<file path="src/rtl/hash_lookup_pkg.sv">
// Shared types, default widths and small helpers for the hash lookup requester.
package hash_lookup_pkg;

  localparam int HLK_KEY_W   = 64;
  localparam int HLK_VAL_W   = 32;
  localparam int HLK_IDX_W   = 8;
  localparam int HLK_TIMEOUT = 15;
  localparam int HLK_CNT_W   = 4;

  typedef enum logic [2:0] {
    ST_IDLE   = 3'd0,
    ST_H_REQ  = 3'd1,
    ST_H_WAIT = 3'd2,
    ST_T_RD   = 3'd3,
    ST_T_CMP  = 3'd4,
    ST_RESP   = 3'd5
  } hlk_state_e;

  typedef logic [HLK_CNT_W-1:0] hlk_cnt_t;

  // Wait counter increment that sticks at all-ones instead of wrapping.
  function automatic hlk_cnt_t hlk_cnt_inc(input hlk_cnt_t cnt);
    return (cnt == '1) ? cnt : cnt + hlk_cnt_t'(1);
  endfunction

  // True on the last permitted wait cycle; >= keeps it safe if the count ever overshoots.
  function automatic logic hlk_wait_expired(input hlk_cnt_t cnt, input hlk_cnt_t last);
    return cnt >= last;
  endfunction

endpackage

</file>
<file path="src/rtl/hash_lookup_if.sv">
// Bundles the parser request, hash unit, table RAM and response signals of the lookup block.
// Signal names keep the lookup block's point of view (_i = into the lookup, _o = out of it).
interface hash_lookup_if
  import hash_lookup_pkg::*;
#(
  parameter int KEY_W = HLK_KEY_W,
  parameter int VAL_W = HLK_VAL_W,
  parameter int IDX_W = HLK_IDX_W
) ();

  logic             req_valid_i;
  logic [KEY_W-1:0] req_key_i;
  logic             req_ready_o;

  logic             hash_start_o;
  logic [KEY_W-1:0] hash_key_o;
  logic             hash_ready_i;
  logic [VAL_W-1:0] hash_val_i;

  logic             tbl_rd_en_o;
  logic [IDX_W-1:0] tbl_addr_o;
  logic             tbl_valid_i;
  logic [KEY_W-1:0] tbl_key_i;
  logic [VAL_W-1:0] tbl_val_i;

  logic             resp_valid_o;
  logic             resp_ready_i;
  logic             resp_hit_o;
  logic             resp_err_o;
  logic [VAL_W-1:0] resp_val_o;

  // The lookup block itself.
  modport master (
    input  req_valid_i, req_key_i,
    output req_ready_o,
    output hash_start_o, hash_key_o,
    input  hash_ready_i, hash_val_i,
    output tbl_rd_en_o, tbl_addr_o,
    input  tbl_valid_i, tbl_key_i, tbl_val_i,
    output resp_valid_o, resp_hit_o, resp_err_o, resp_val_o,
    input  resp_ready_i
  );

  // Everything around it: parser, hash unit, table RAM and match stage.
  modport slave (
    output req_valid_i, req_key_i,
    input  req_ready_o,
    input  hash_start_o, hash_key_o,
    output hash_ready_i, hash_val_i,
    input  tbl_rd_en_o, tbl_addr_o,
    output tbl_valid_i, tbl_key_i, tbl_val_i,
    input  resp_valid_o, resp_hit_o, resp_err_o, resp_val_o,
    output resp_ready_i
  );

endinterface

</file>
<file path="src/rtl/hash_lookup.sv">
// Requester side of the hash handshake: takes one lookup key at a time, has the hash unit
// compute a table index, reads the exact-match table, compares keys and returns hit/miss
// plus the action word. A hash unit that never answers produces an error response.
module hash_lookup
  import hash_lookup_pkg::*;
#(
  parameter int KEY_W   = HLK_KEY_W,
  parameter int VAL_W   = HLK_VAL_W,
  parameter int IDX_W   = HLK_IDX_W,
  parameter int TIMEOUT = HLK_TIMEOUT
) (
  input logic           clk,
  input logic           rst,
  hash_lookup_if.master bus
);

  // Counter value seen on the final H_WAIT cycle, so H_WAIT lasts at most TIMEOUT cycles.
  localparam hlk_cnt_t WAIT_LAST = hlk_cnt_t'(TIMEOUT - 1);

  hlk_state_e       state_q, state_d;
  logic [KEY_W-1:0] key_q,   key_d;
  logic             start_q, start_d;
  hlk_cnt_t         cnt_q,   cnt_d;
  logic [IDX_W-1:0] idx_q,   idx_d;
  logic             hit_q,   hit_d;
  logic             err_q,   err_d;
  logic [VAL_W-1:0] val_q,   val_d;

  // Only the low IDX_W bits of the hash address the table.
  logic unused_hash_hi;
  assign unused_hash_hi = ^bus.hash_val_i[VAL_W-1:IDX_W];

  // State register and datapath flops; reset returns to an idle, all-zero interface.
  always_ff @(posedge clk) begin
    if (rst) begin
      state_q <= ST_IDLE;
      key_q   <= '0;
      start_q <= 1'b0;
      cnt_q   <= '0;
      idx_q   <= '0;
      hit_q   <= 1'b0;
      err_q   <= 1'b0;
      val_q   <= '0;
    end else begin
      state_q <= state_d;
      key_q   <= key_d;
      start_q <= start_d;
      cnt_q   <= cnt_d;
      idx_q   <= idx_d;
      hit_q   <= hit_d;
      err_q   <= err_d;
      val_q   <= val_d;
    end
  end

  // Next-state logic: one lookup in flight, walking hash request, table read, compare, response.
  always_comb begin
    state_d = state_q;
    key_d   = key_q;
    start_d = start_q;
    cnt_d   = cnt_q;
    idx_d   = idx_q;
    hit_d   = hit_q;
    err_d   = err_q;
    val_d   = val_q;

    case (state_q)
      ST_IDLE: begin
        if (bus.req_valid_i) begin
          key_d   = bus.req_key_i;
          start_d = 1'b1;
          cnt_d   = '0;
          hit_d   = 1'b0;
          err_d   = 1'b0;
          val_d   = '0;
          state_d = ST_H_REQ;
        end
      end

      // hash_ready_i may still be high from the previous operation here, so it is not looked at.
      ST_H_REQ: begin
        state_d = ST_H_WAIT;
      end

      ST_H_WAIT: begin
        cnt_d = hlk_cnt_inc(cnt_q);
        if (bus.hash_ready_i) begin
          idx_d   = bus.hash_val_i[IDX_W-1:0];
          start_d = 1'b0;
          state_d = ST_T_RD;
        end else if (hlk_wait_expired(cnt_q, WAIT_LAST)) begin
          start_d = 1'b0;
          err_d   = 1'b1;
          hit_d   = 1'b0;
          val_d   = '0;
          state_d = ST_RESP;
        end
      end

      ST_T_RD: begin
        state_d = ST_T_CMP;
      end

      // Table data arrives one cycle after the read strobe; capture the comparison result now.
      ST_T_CMP: begin
        hit_d   = bus.tbl_valid_i & (bus.tbl_key_i == key_q);
        val_d   = hit_d ? bus.tbl_val_i : '0;
        state_d = ST_RESP;
      end

      ST_RESP: begin
        if (bus.resp_ready_i) begin
          state_d = ST_IDLE;
        end
      end

      default: begin
        start_d = 1'b0;
        state_d = ST_IDLE;
      end
    endcase
  end

  // Outputs come straight from state and flops, so they stay glitch-free and stable in RESP.
  always_comb begin
    bus.req_ready_o  = (state_q == ST_IDLE);
    bus.hash_start_o = start_q;
    bus.hash_key_o   = key_q;
    bus.tbl_rd_en_o  = (state_q == ST_T_RD);
    bus.tbl_addr_o   = idx_q;
    bus.resp_valid_o = (state_q == ST_RESP);
    bus.resp_hit_o   = hit_q;
    bus.resp_err_o   = err_q;
    bus.resp_val_o   = val_q;
  end

endmodule
</file>
<file path="src/flat_wrapper.sv">
// flat-port wrapper written by rule: the top's interface ports become plain ports
module hash_lookup_flat import hash_lookup_pkg::*;
#(
  parameter int KEY_W   = HLK_KEY_W,
  parameter int VAL_W   = HLK_VAL_W,
  parameter int IDX_W   = HLK_IDX_W,
  parameter int TIMEOUT = HLK_TIMEOUT
)
  (clk, rst, bus_req_valid_i, bus_req_key_i, bus_req_ready_o, bus_hash_start_o, bus_hash_key_o, bus_hash_ready_i, bus_hash_val_i, bus_tbl_rd_en_o, bus_tbl_addr_o, bus_tbl_valid_i, bus_tbl_key_i, bus_tbl_val_i, bus_resp_valid_o, bus_resp_hit_o, bus_resp_err_o, bus_resp_val_o, bus_resp_ready_i);
  hash_lookup_if #(.KEY_W(KEY_W), .VAL_W(VAL_W), .IDX_W(IDX_W)) bus_i ();
  input logic clk;
  input logic rst;
  input wire logic [$bits(bus_i.req_valid_i)-1:0] bus_req_valid_i;
  input wire logic [$bits(bus_i.req_key_i)-1:0] bus_req_key_i;
  output wire logic [$bits(bus_i.req_ready_o)-1:0] bus_req_ready_o;
  output wire logic [$bits(bus_i.hash_start_o)-1:0] bus_hash_start_o;
  output wire logic [$bits(bus_i.hash_key_o)-1:0] bus_hash_key_o;
  input wire logic [$bits(bus_i.hash_ready_i)-1:0] bus_hash_ready_i;
  input wire logic [$bits(bus_i.hash_val_i)-1:0] bus_hash_val_i;
  output wire logic [$bits(bus_i.tbl_rd_en_o)-1:0] bus_tbl_rd_en_o;
  output wire logic [$bits(bus_i.tbl_addr_o)-1:0] bus_tbl_addr_o;
  input wire logic [$bits(bus_i.tbl_valid_i)-1:0] bus_tbl_valid_i;
  input wire logic [$bits(bus_i.tbl_key_i)-1:0] bus_tbl_key_i;
  input wire logic [$bits(bus_i.tbl_val_i)-1:0] bus_tbl_val_i;
  output wire logic [$bits(bus_i.resp_valid_o)-1:0] bus_resp_valid_o;
  output wire logic [$bits(bus_i.resp_hit_o)-1:0] bus_resp_hit_o;
  output wire logic [$bits(bus_i.resp_err_o)-1:0] bus_resp_err_o;
  output wire logic [$bits(bus_i.resp_val_o)-1:0] bus_resp_val_o;
  input wire logic [$bits(bus_i.resp_ready_i)-1:0] bus_resp_ready_i;
  assign bus_i.req_valid_i = bus_req_valid_i;
  assign bus_i.req_key_i = bus_req_key_i;
  assign bus_req_ready_o = bus_i.req_ready_o;
  assign bus_hash_start_o = bus_i.hash_start_o;
  assign bus_hash_key_o = bus_i.hash_key_o;
  assign bus_i.hash_ready_i = bus_hash_ready_i;
  assign bus_i.hash_val_i = bus_hash_val_i;
  assign bus_tbl_rd_en_o = bus_i.tbl_rd_en_o;
  assign bus_tbl_addr_o = bus_i.tbl_addr_o;
  assign bus_i.tbl_valid_i = bus_tbl_valid_i;
  assign bus_i.tbl_key_i = bus_tbl_key_i;
  assign bus_i.tbl_val_i = bus_tbl_val_i;
  assign bus_resp_valid_o = bus_i.resp_valid_o;
  assign bus_resp_hit_o = bus_i.resp_hit_o;
  assign bus_resp_err_o = bus_i.resp_err_o;
  assign bus_resp_val_o = bus_i.resp_val_o;
  assign bus_i.resp_ready_i = bus_resp_ready_i;
  hash_lookup #(.KEY_W(KEY_W), .VAL_W(VAL_W), .IDX_W(IDX_W), .TIMEOUT(TIMEOUT)) u_core (.clk(clk), .rst(rst), .bus(bus_i));
endmodule
</file>
<file path="config.mk">
export PLATFORM = sky130hd
export DESIGN_NAME = hash_lookup_flat
export DESIGN_NICKNAME = d
export VERILOG_FILES = /design/src/rtl/hash_lookup_pkg.sv /design/src/rtl/hash_lookup_if.sv /design/src/rtl/hash_lookup.sv /design/src/flat_wrapper.sv
export SDC_FILE = /design/constraint.sdc
export NUM_CORES = 1
export LEC_CHECK = 0
export ABC_AREA = 1
export CAP_MARGIN = 20
export CORE_UTILIZATION = 34
export DETAILED_ROUTE_END_ITERATION = 8
export GPL_ROUTABILITY_DRIVEN = 0
export MAX_ROUTING_LAYER = met4
export PLACE_DENSITY = 0.76
export SLEW_MARGIN = 20
export SYNTH_ARGS = -nofsm -noshare
export SYNTH_HDL_FRONTEND = slang
export SYNTH_SLANG_ARGS = --single-unit
</file>
<file path="constraint.sdc">
create_clock -name clk -period 1.3 [get_ports clk]
set_input_delay 0.325 -clock clk [delete_from_list [all_inputs] [get_ports clk]]
set_output_delay 0.325 -clock clk [all_outputs]
set_load 0.01 [all_outputs]
</file>
==> results of run 1 <==
## registers in the layout, indices dropped and copies added, names as in the netlist
name / cells
u_core.bus.hash_key_o: 64
u_core.bus.hash_start_o: 1
u_core.bus.resp_err_o: 1
u_core.bus.resp_hit_o: 1
u_core.bus.resp_val_o: 32
u_core.bus.tbl_addr_o: 8
u_core.cnt_q: 4
u_core.state_q: 3
## cells in the final DEF, fill, tap and decap left out, types with 4 or more instances in the layout
cell type / n
nor2_2: 12
dlygate4sd2_1: 12
inv_1: 78
o21ai_2: 35
xnor2_1: 13
nand2_1: 183
nand2_2: 16
nand2_4: 6
buf_12: 20
buf_2: 73
nand3_4: 5
clkdlybuf4s50_1: 155
inv_2: 14
nand2_8: 4
nand3_2: 25
dfxtp_1: 41
clkinv_2: 5
dfxtp_2: 70
o21ai_4: 13
o21ai_1: 12
a21oi_4: 4
nand3_1: 20
or2_2: 4
nor2_1: 27
buf_4: 67
o21ai_0: 6
a21oi_2: 62
dlymetal6s2s_1: 5
buf_16: 13
buf_6: 92
a21oi_1: 45
nor2_4: 6
clkbuf_16: 21
## area by class of cell
type	instances	area [µm²]	share of cell area [%]
flip-flops and latches	114	2380	20.7
inverters	96	375	3.26
clock inverters	10	108	0.935
repair buffers	445	4530	39.3
well taps	188	235	2.04
multi-input cells	519	3410	29.6
clock buffers	22	474	4.12
## final timing paths
path / startpoint / end / depth (start not counted)
min: rst / u_core.bus.resp_val_o[17] / 3
max: bus_tbl_key_i[30] / u_core.bus.resp_val_o[5] / 13
max reg2reg: u_core.bus.hash_key_o[30] / u_core.bus.resp_val_o[5] / 12
min reg2reg: u_core.bus.resp_val_o[28] / u_core.bus.resp_val_o[28] / 2
## metal layers
| layer | vias to the layer above | routed length, µm | GRT usage, % |
|---|---|---|---|
| met5 | - | 0 | - |
| met4 | 0 | 1090 | 12.3 |
| met3 | 94 | 1850 | 7.72 |
| met2 | 339 | 13400 | 53.0 |
| met1 | 3383 | 9810 | 33.8 |
| li1 | 3325 | - | - |
## kinds of logic after synthesis
group / Yosys count / synth area share, %
adders and majority gates: 2 / 0.476
buffers and inverters: 132 / 10.5
and+or+nand+nor: 316 / 24.9
xor gates and xnor gates: 16 / 2.67
AOI/OAI and AO/OA: 183 / 18.0
DFF: 114 / 43.4
## worst max-delay path, delay by kind of cell
kind / cells / cell delay [ps]
buffers and inverters: 4 / 860
and+or+nand+nor: 8 / 820
AOI/OAI and AO/OA: 1 / 160
## where the power goes
| part | internal [W] | leakage [nW] | switching (W) |
|---|---|---|---|
| sequential | 0.00391 | 0.960 | 0.000300 |
| clock | 0.00295 | 0.282 | 0.00171 |
| combinational | 0.00306 | 3.71 | 0.00266 |
## stage by stage
| step | instance area, µm² | hold WS (ps) | cells | power, W | util [%] |
|---|---|---|---|---|---|
| final | 11500 | 409 | 1394 | 0.0146 | 76.0 |
| after detailed placement | 9190 | 451 | 1310 | 0.00794 | 60.6 |
| after CTS | 10900 | 394 | 1384 | 0.0139 | 72.1 |
| after global routing | 11500 | 419 | 1394 | 0.0151 | 76.0 |
| after global placement | 9190 | 447 | 1310 | 0.00788 | 60.6 |
| after floorplan | 5380 | 462 | 763 | 0.00565 | - |
## timing repair
action / in CTS / in global routing
cloned: 21 / 4
endpoints found under the setup margin: 221 / 168
pin swaps: 50 / 79
buffers inserted: 29 / 24
gates resized for setup: 727 / 194
==> impl_metrics.py, run 1 <==
metrics = {
    "detailed_routing": {
        "first_iter_violations": 409,
        "ant_nets": 0,
        "viasPerCell": 5.12,
        "drc": 0,
        "first_pass_iters": 8,
        "wl_mm": 26.2,
        "routedWlPerCell_um": 18.8,
        "vias": 7141,
    },
    "clock_tree": {
        "cts_buffers": 17,
        "cts-root-buf": "clkbuf_16",
        "cts_tree": "built",
        "cts_sinks": 114,
        "htree_num_levels": 4,
        "ctsHoldBuffers": 0,
        "cts_buffer_depth": 2,
        "path_clk_slew_ps": 50,
        "clk_latency_ps": 420,
    },
    "hold_path": {
        "min_path_type": "input pin to register",
    },
    "grt": {
        "grt_pass1_vias": 7020,
        "grt_antenna_before_repair": 0,
        "grtUsageTotal_pct": 30.7,
        "gr-total-overflow": 0,
        "grt_pass1_wl_mm": 36.5,
        "grt_max_degree": 60,
    },
    "floorplan": {
        "io_pins": 308,
        "rows": 45,
        "dieArea_um2": 16000,
        "die_w_um": 126,
        "core_um2": 15100,
        "initial_core_util_pct": 34.7,
        "die_h_um": 126,
    },
    "worst_setup_path": {
        "crit_chain": "clkdlybuf4s50_1 -> inv_1 -> nand2_1 -> nand2_1 -> nor2_1 -> nand2_1 -> nor2_2 -> nand2_1 -> nor2_4 -> buf_6 -> buf_12 -> nand3_4 -> a21oi_2",
        "cp.required_ps": 1640,
        "path_class": "input pin to register",
        "slowest_delay_ps": 510,
        "end_kind": "register",
        "cpMostUsedCell": "nand2_1",
        "r2r_setup_slack_ps": -500,
        "cp_max_fo": 5,
        "cp_slowest_cell": "clkdlybuf4s50_1",
        "cp.arrival_ps": 2190,
        "startpoint_type": "input pin",
    },
    "synthesis": {
        "syn-num-nets": 963,
        "synthFlopType": "dfxtp_1",
        "synth_area_um2": 5260,
        "synth_top_area_cell": "dfxtp_1",
        "synth_most_common_cell": "nand2_1",
        "ys_top_cells_by_area": "dfxtp_1 (43%), nand2_1 (15%), a21oi_1 (10%)",
        "synth_cell_type_count": 31,
        "synth_edf_count": 0,
        "synthCells": 763,
        "async_reset_ff_share_pct": 0,
        "synth.avg_cell_area_um2": 6.89,
        "synthTopCellsByCount": "nand2_1 (205), dfxtp_1 (114), a21oi_1 (107)",
        "ys_warn_count": 0,
        "yosysTopAreaCellShare_pct": 43.4,
        "seq_area_frac_synth_pct": 43.4,
        "synth_seq_cells": 114,
    },
    "timing": {
        "period_minus_slack_ps": 1850,
        "slew_viol_final": 0,
        "hold_viol_final": 0,
        "setup_tns_ps": -34140,
        "finalCritPeriodShare_pct": 142,
        "fin_skew_ps": 7.70,
        "slew_headroom_pct": 57.5,
        "clock.fmax_mhz": 541,
        "rsz0062_at_grt": "true",
        "worstMarginPinSlew_ps": 637,
        "setup_viol": 116,
        "setup_slack_ps": -548,
    },
    "finish": {
        "synthToLayoutAreaGrowth_pct": 119,
        "final_layout_size_suffix_gt1_share_pct": 49.2,
        "nets": 1393,
        "nFillCells": 949,
        "diodes": 0,
    },
    "place": {
        "hpwl_mm": 13.9,
        "port_buffers": 283,
        "pre_cts_ws_ps": -885,
    },
    "power": {
        "p_per_area_nw_per_um2": 1270,
        "leakagePower_nw": 4.95,
        "vdd_drop_max_mv": 0.970,
    },
    "run_status": {
        "status": "complete, but fails checks",
        "violations": "setup timing",
    },
    "run": {
        "drv_cap": 0,
    },
}
Power figures use the tool's default switching activity.
==> inputs of run 2 (changes only) <==
--- a/config.mk
+++ b/config.mk
@@ -9,7 +9,7 @@
 export CAP_MARGIN = 20
 export CORE_UTILIZATION = 34
 export DETAILED_ROUTE_END_ITERATION = 8
-export GPL_ROUTABILITY_DRIVEN = 0
+export GPL_ROUTABILITY_DRIVEN = 1
 export MAX_ROUTING_LAYER = met4
 export PLACE_DENSITY = 0.76
 export SLEW_MARGIN = 20
==> results of run 2 <==
The final DEF is identical to that of run 1; final timing and power are the same.
==> inputs of run 3 (changes only) <==
--- a/config.mk
+++ b/config.mk
@@ -7,11 +7,12 @@
 export LEC_CHECK = 0
 export ABC_AREA = 1
 export CAP_MARGIN = 20
-export CORE_UTILIZATION = 34
+export CORE_AREA = 2 2 120 122
 export DETAILED_ROUTE_END_ITERATION = 8
+export DIE_AREA = 0 0 122 124
+export DONT_BUFFER_PORTS = 1
 export GPL_ROUTABILITY_DRIVEN = 1
 export MAX_ROUTING_LAYER = met4
-export PLACE_DENSITY = 0.76
 export SLEW_MARGIN = 20
 export SYNTH_ARGS = -nofsm -noshare
 export SYNTH_HDL_FRONTEND = slang
==> constraint.sdc (replaced) <==
create_clock -name clk -period 1.6 [get_ports clk]
set_input_delay 0.4 -clock clk [delete_from_list [all_inputs] [get_ports clk]]
set_output_delay 0.4 -clock clk [all_outputs]
set_load 0.01 [all_outputs]
==> run 3 against run 2 <==
  * The run still ends with setup timing left
  * Register-to-register slack better by 450 ps
  * Combinational power down 66%
  * Die area down 5.2%
  * Utilization down 24 points
  * Non-clock buffer count down 351
  * Via count down 29%
  * Final cell count down 26%
  * Sequential share of layout area up 12 points
  * Critical endpoint is now bus_tbl_rd_en_o
  * Highest routed layer unchanged
==> impl_metrics.py, run 3 (synthesis gave the netlist of run 1 again) <==
metrics = {
    "timing": {
        "hold_viol_final": 0,
        "finalCritPeriodShare_pct": 105,
        "setup_slack_ps": -75.1,
        "slew_headroom_pct": 79.1,
        "period_minus_slack_ps": 1680,
        "clock.fmax_mhz": 597,
        "rsz0062_at_grt": "true",
        "worstMarginPinSlew_ps": 311,
        "setup_viol": 19,
        "holdWs_ps": 46.1,
        "slew_viol_final": 0,
        "fin_skew_ps": 7.54,
    },
    "worst_setup_path": {
        "cpMostUsedCell": "buf_6",
        "end_kind": "primary output",
        "slowest_delay_ps": 350,
        "cp_max_fo": 3,
        "startpoint_type": "register",
        "reg2reg_depth": 12,
        "path_class": "register to primary output",
        "r2r_end": "u_core.bus.resp_val_o[30]",
        "cp.arrival_ps": 1280,
        "r2r-start": "u_core.bus.hash_key_o[21]",
        "cp.required_ps": 1200,
        "critPathLaunch": "u_core.state_q[1]",
        "crit_chain": "inv_2 -> buf_6 -> nor3_4 -> buf_6",
        "path_buf_inv": 3,
        "r2r_setup_slack_ps": -50,
        "crit_family": "flip-flops",
        "cp_slowest_cell": "dfxtp_2",
    },
    "place": {
        "port_buffers": 0,
        "hpwl_mm": 11.5,
        "dpl.cell_count": 989,
        "place_congestion": 0.802,
        "pre_cts_ws_ps": -75.8,
    },
    "hold_path": {
        "hold_end": "u_core.bus.resp_val_o[28]",
        "hp-start": "rst",
        "min_path_type": "input pin to register",
        "hold_depth": 1,
    },
    "grt": {
        "grt_pass1_vias": 4562,
        "gr-total-overflow": 0,
        "grt_antenna_before_repair": 1,
        "grt_max_degree": 61,
        "grtUsageTotal_pct": 20.5,
        "grt_pass1_wl_mm": 23.0,
    },
    "clock_tree": {
        "path_clk_slew_ps": 60,
        "cts-root-buf": "clkbuf_16",
        "ctsHoldBuffers": 0,
        "cts_buffers": 17,
        "cts_sinks": 114,
        "cts_tree": "built",
        "htree_num_levels": 4,
        "cts_buffer_depth": 2,
        "clk_latency_ps": 420,
    },
    "floorplan": {
        "initial_core_util_pct": 38.3,
        "die_w_um": 122,
        "die_h_um": 124,
        "io_pins": 308,
        "rows": 43,
        "core_um2": 13700,
        "dieArea_um2": 15100,
    },
    "detailed_routing": {
        "first_iter_violations": 273,
        "first_pass_iters": 4,
        "viasPerCell": 4.94,
        "vias": 5102,
        "wl_met1_mm": 6.44,
        "met2_length_mm": 8.04,
        "drc": 0,
        "ant_nets": 0,
        "routedWlPerCell_um": 15.8,
        "top_layer": "met4",
        "met3_length_mm": 1.57,
        "wl_mm": 16.3,
    },
    "power": {
        "p_per_area_nw_per_um2": 1310,
        "power.total_w": 0.00928,
        "leakagePower_nw": 2.95,
        "vdd_drop_max_mv": 0.654,
    },
    "finish": {
        "final_common_cell": "nand2_1",
        "diodes": 0,
        "largest_reg_flops": 64,
        "stdcell_count": 1033,
        "nFillCells": 1383,
        "synthToLayoutAreaGrowth_pct": 34.5,
        "final_layout_size_suffix_gt1_share_pct": 25.6,
        "nets": 1040,
        "fin_util_pct": 51.5,
        "final_cell_mix": "nand2_1 (199), a21oi_1 (99), dfxtp_1 (89)",
    },
    "run_status": {
        "status": "complete, but fails checks",
        "violations": "setup timing",
    },
    "run": {
        "drv_cap": 0,
    },
}
-- run 3: cell count changes in the layout (fill, tap and decap cells not counted), moves of 16 or more --
cell and change:
a21oi_1 +54, a21oi_2 -50, buf_2 -73, buf_6 -89, clkdlybuf4s50_1 -155, dfxtp_1 +48
dfxtp_2 -46, nand2_1 +16, o21ai_0 +53, o21ai_2 -35
-- run 3: stage by stage --
stage	cell area (µm²)	setup TNS (ps)
after floorplan	5260	0
after detailed placement	5990	-1850
after global placement	5990	-2270
after CTS	6780	-728
final	7070	-743
after global routing	7070	-3870
-- run 3: cell type report --
type | count | area, µm² | share of cell area, %
Sequential cell | 114 | 2320 | 32.8
Tap cell | 180 | 225 | 3.19
Clock inverter | 12 | 155 | 2.19
Clock buffer | 20 | 467 | 6.60
Multi-Input combinational cell | 517 | 2620 | 37.1
Inverter | 96 | 360 | 5.10
Timing Repair Buffer | 94 | 925 | 13.1
-- run 3: worst max-delay path by stage --
stage / end / depth (start not counted)
6_report: bus_tbl_rd_en_o / 4
3_5_place_dp: u_core.bus.resp_val_o[7] / 11
2_1_floorplan: u_core.bus.resp_val_o[6] / 11
4_1_cts: bus_tbl_rd_en_o / 4
5_1_grt: u_core.bus.resp_val_o[29] / 12
3_3_place_gp: u_core.bus.resp_val_o[26] / 11
-- run 3: per-layer routing --
layer / vias to the layer above / track usage (%)
li1: 2599 / -
met1: 2295 / 22.6
met2: 187 / 33.7
met3: 21 / 8.42
met4: 0 / 7.04
met5: - / -
-- run 3: repair_timing --
action / 4_1_cts / 5_1_grt
endpoints found under the setup margin: 38 / 45
pin swaps: 1 / 31
buffers inserted: 4 / 2
gates resized for setup: 27 / 69
gates cloned: 2 / 4
-- run 3: power breakdown --
part | internal [W] | switching, W
Combinational | 0.000850 | 0.00112
Clock | 0.00257 | 0.00139
Sequential | 0.00314 | 0.000209
Total | 0.00657 | 0.00272
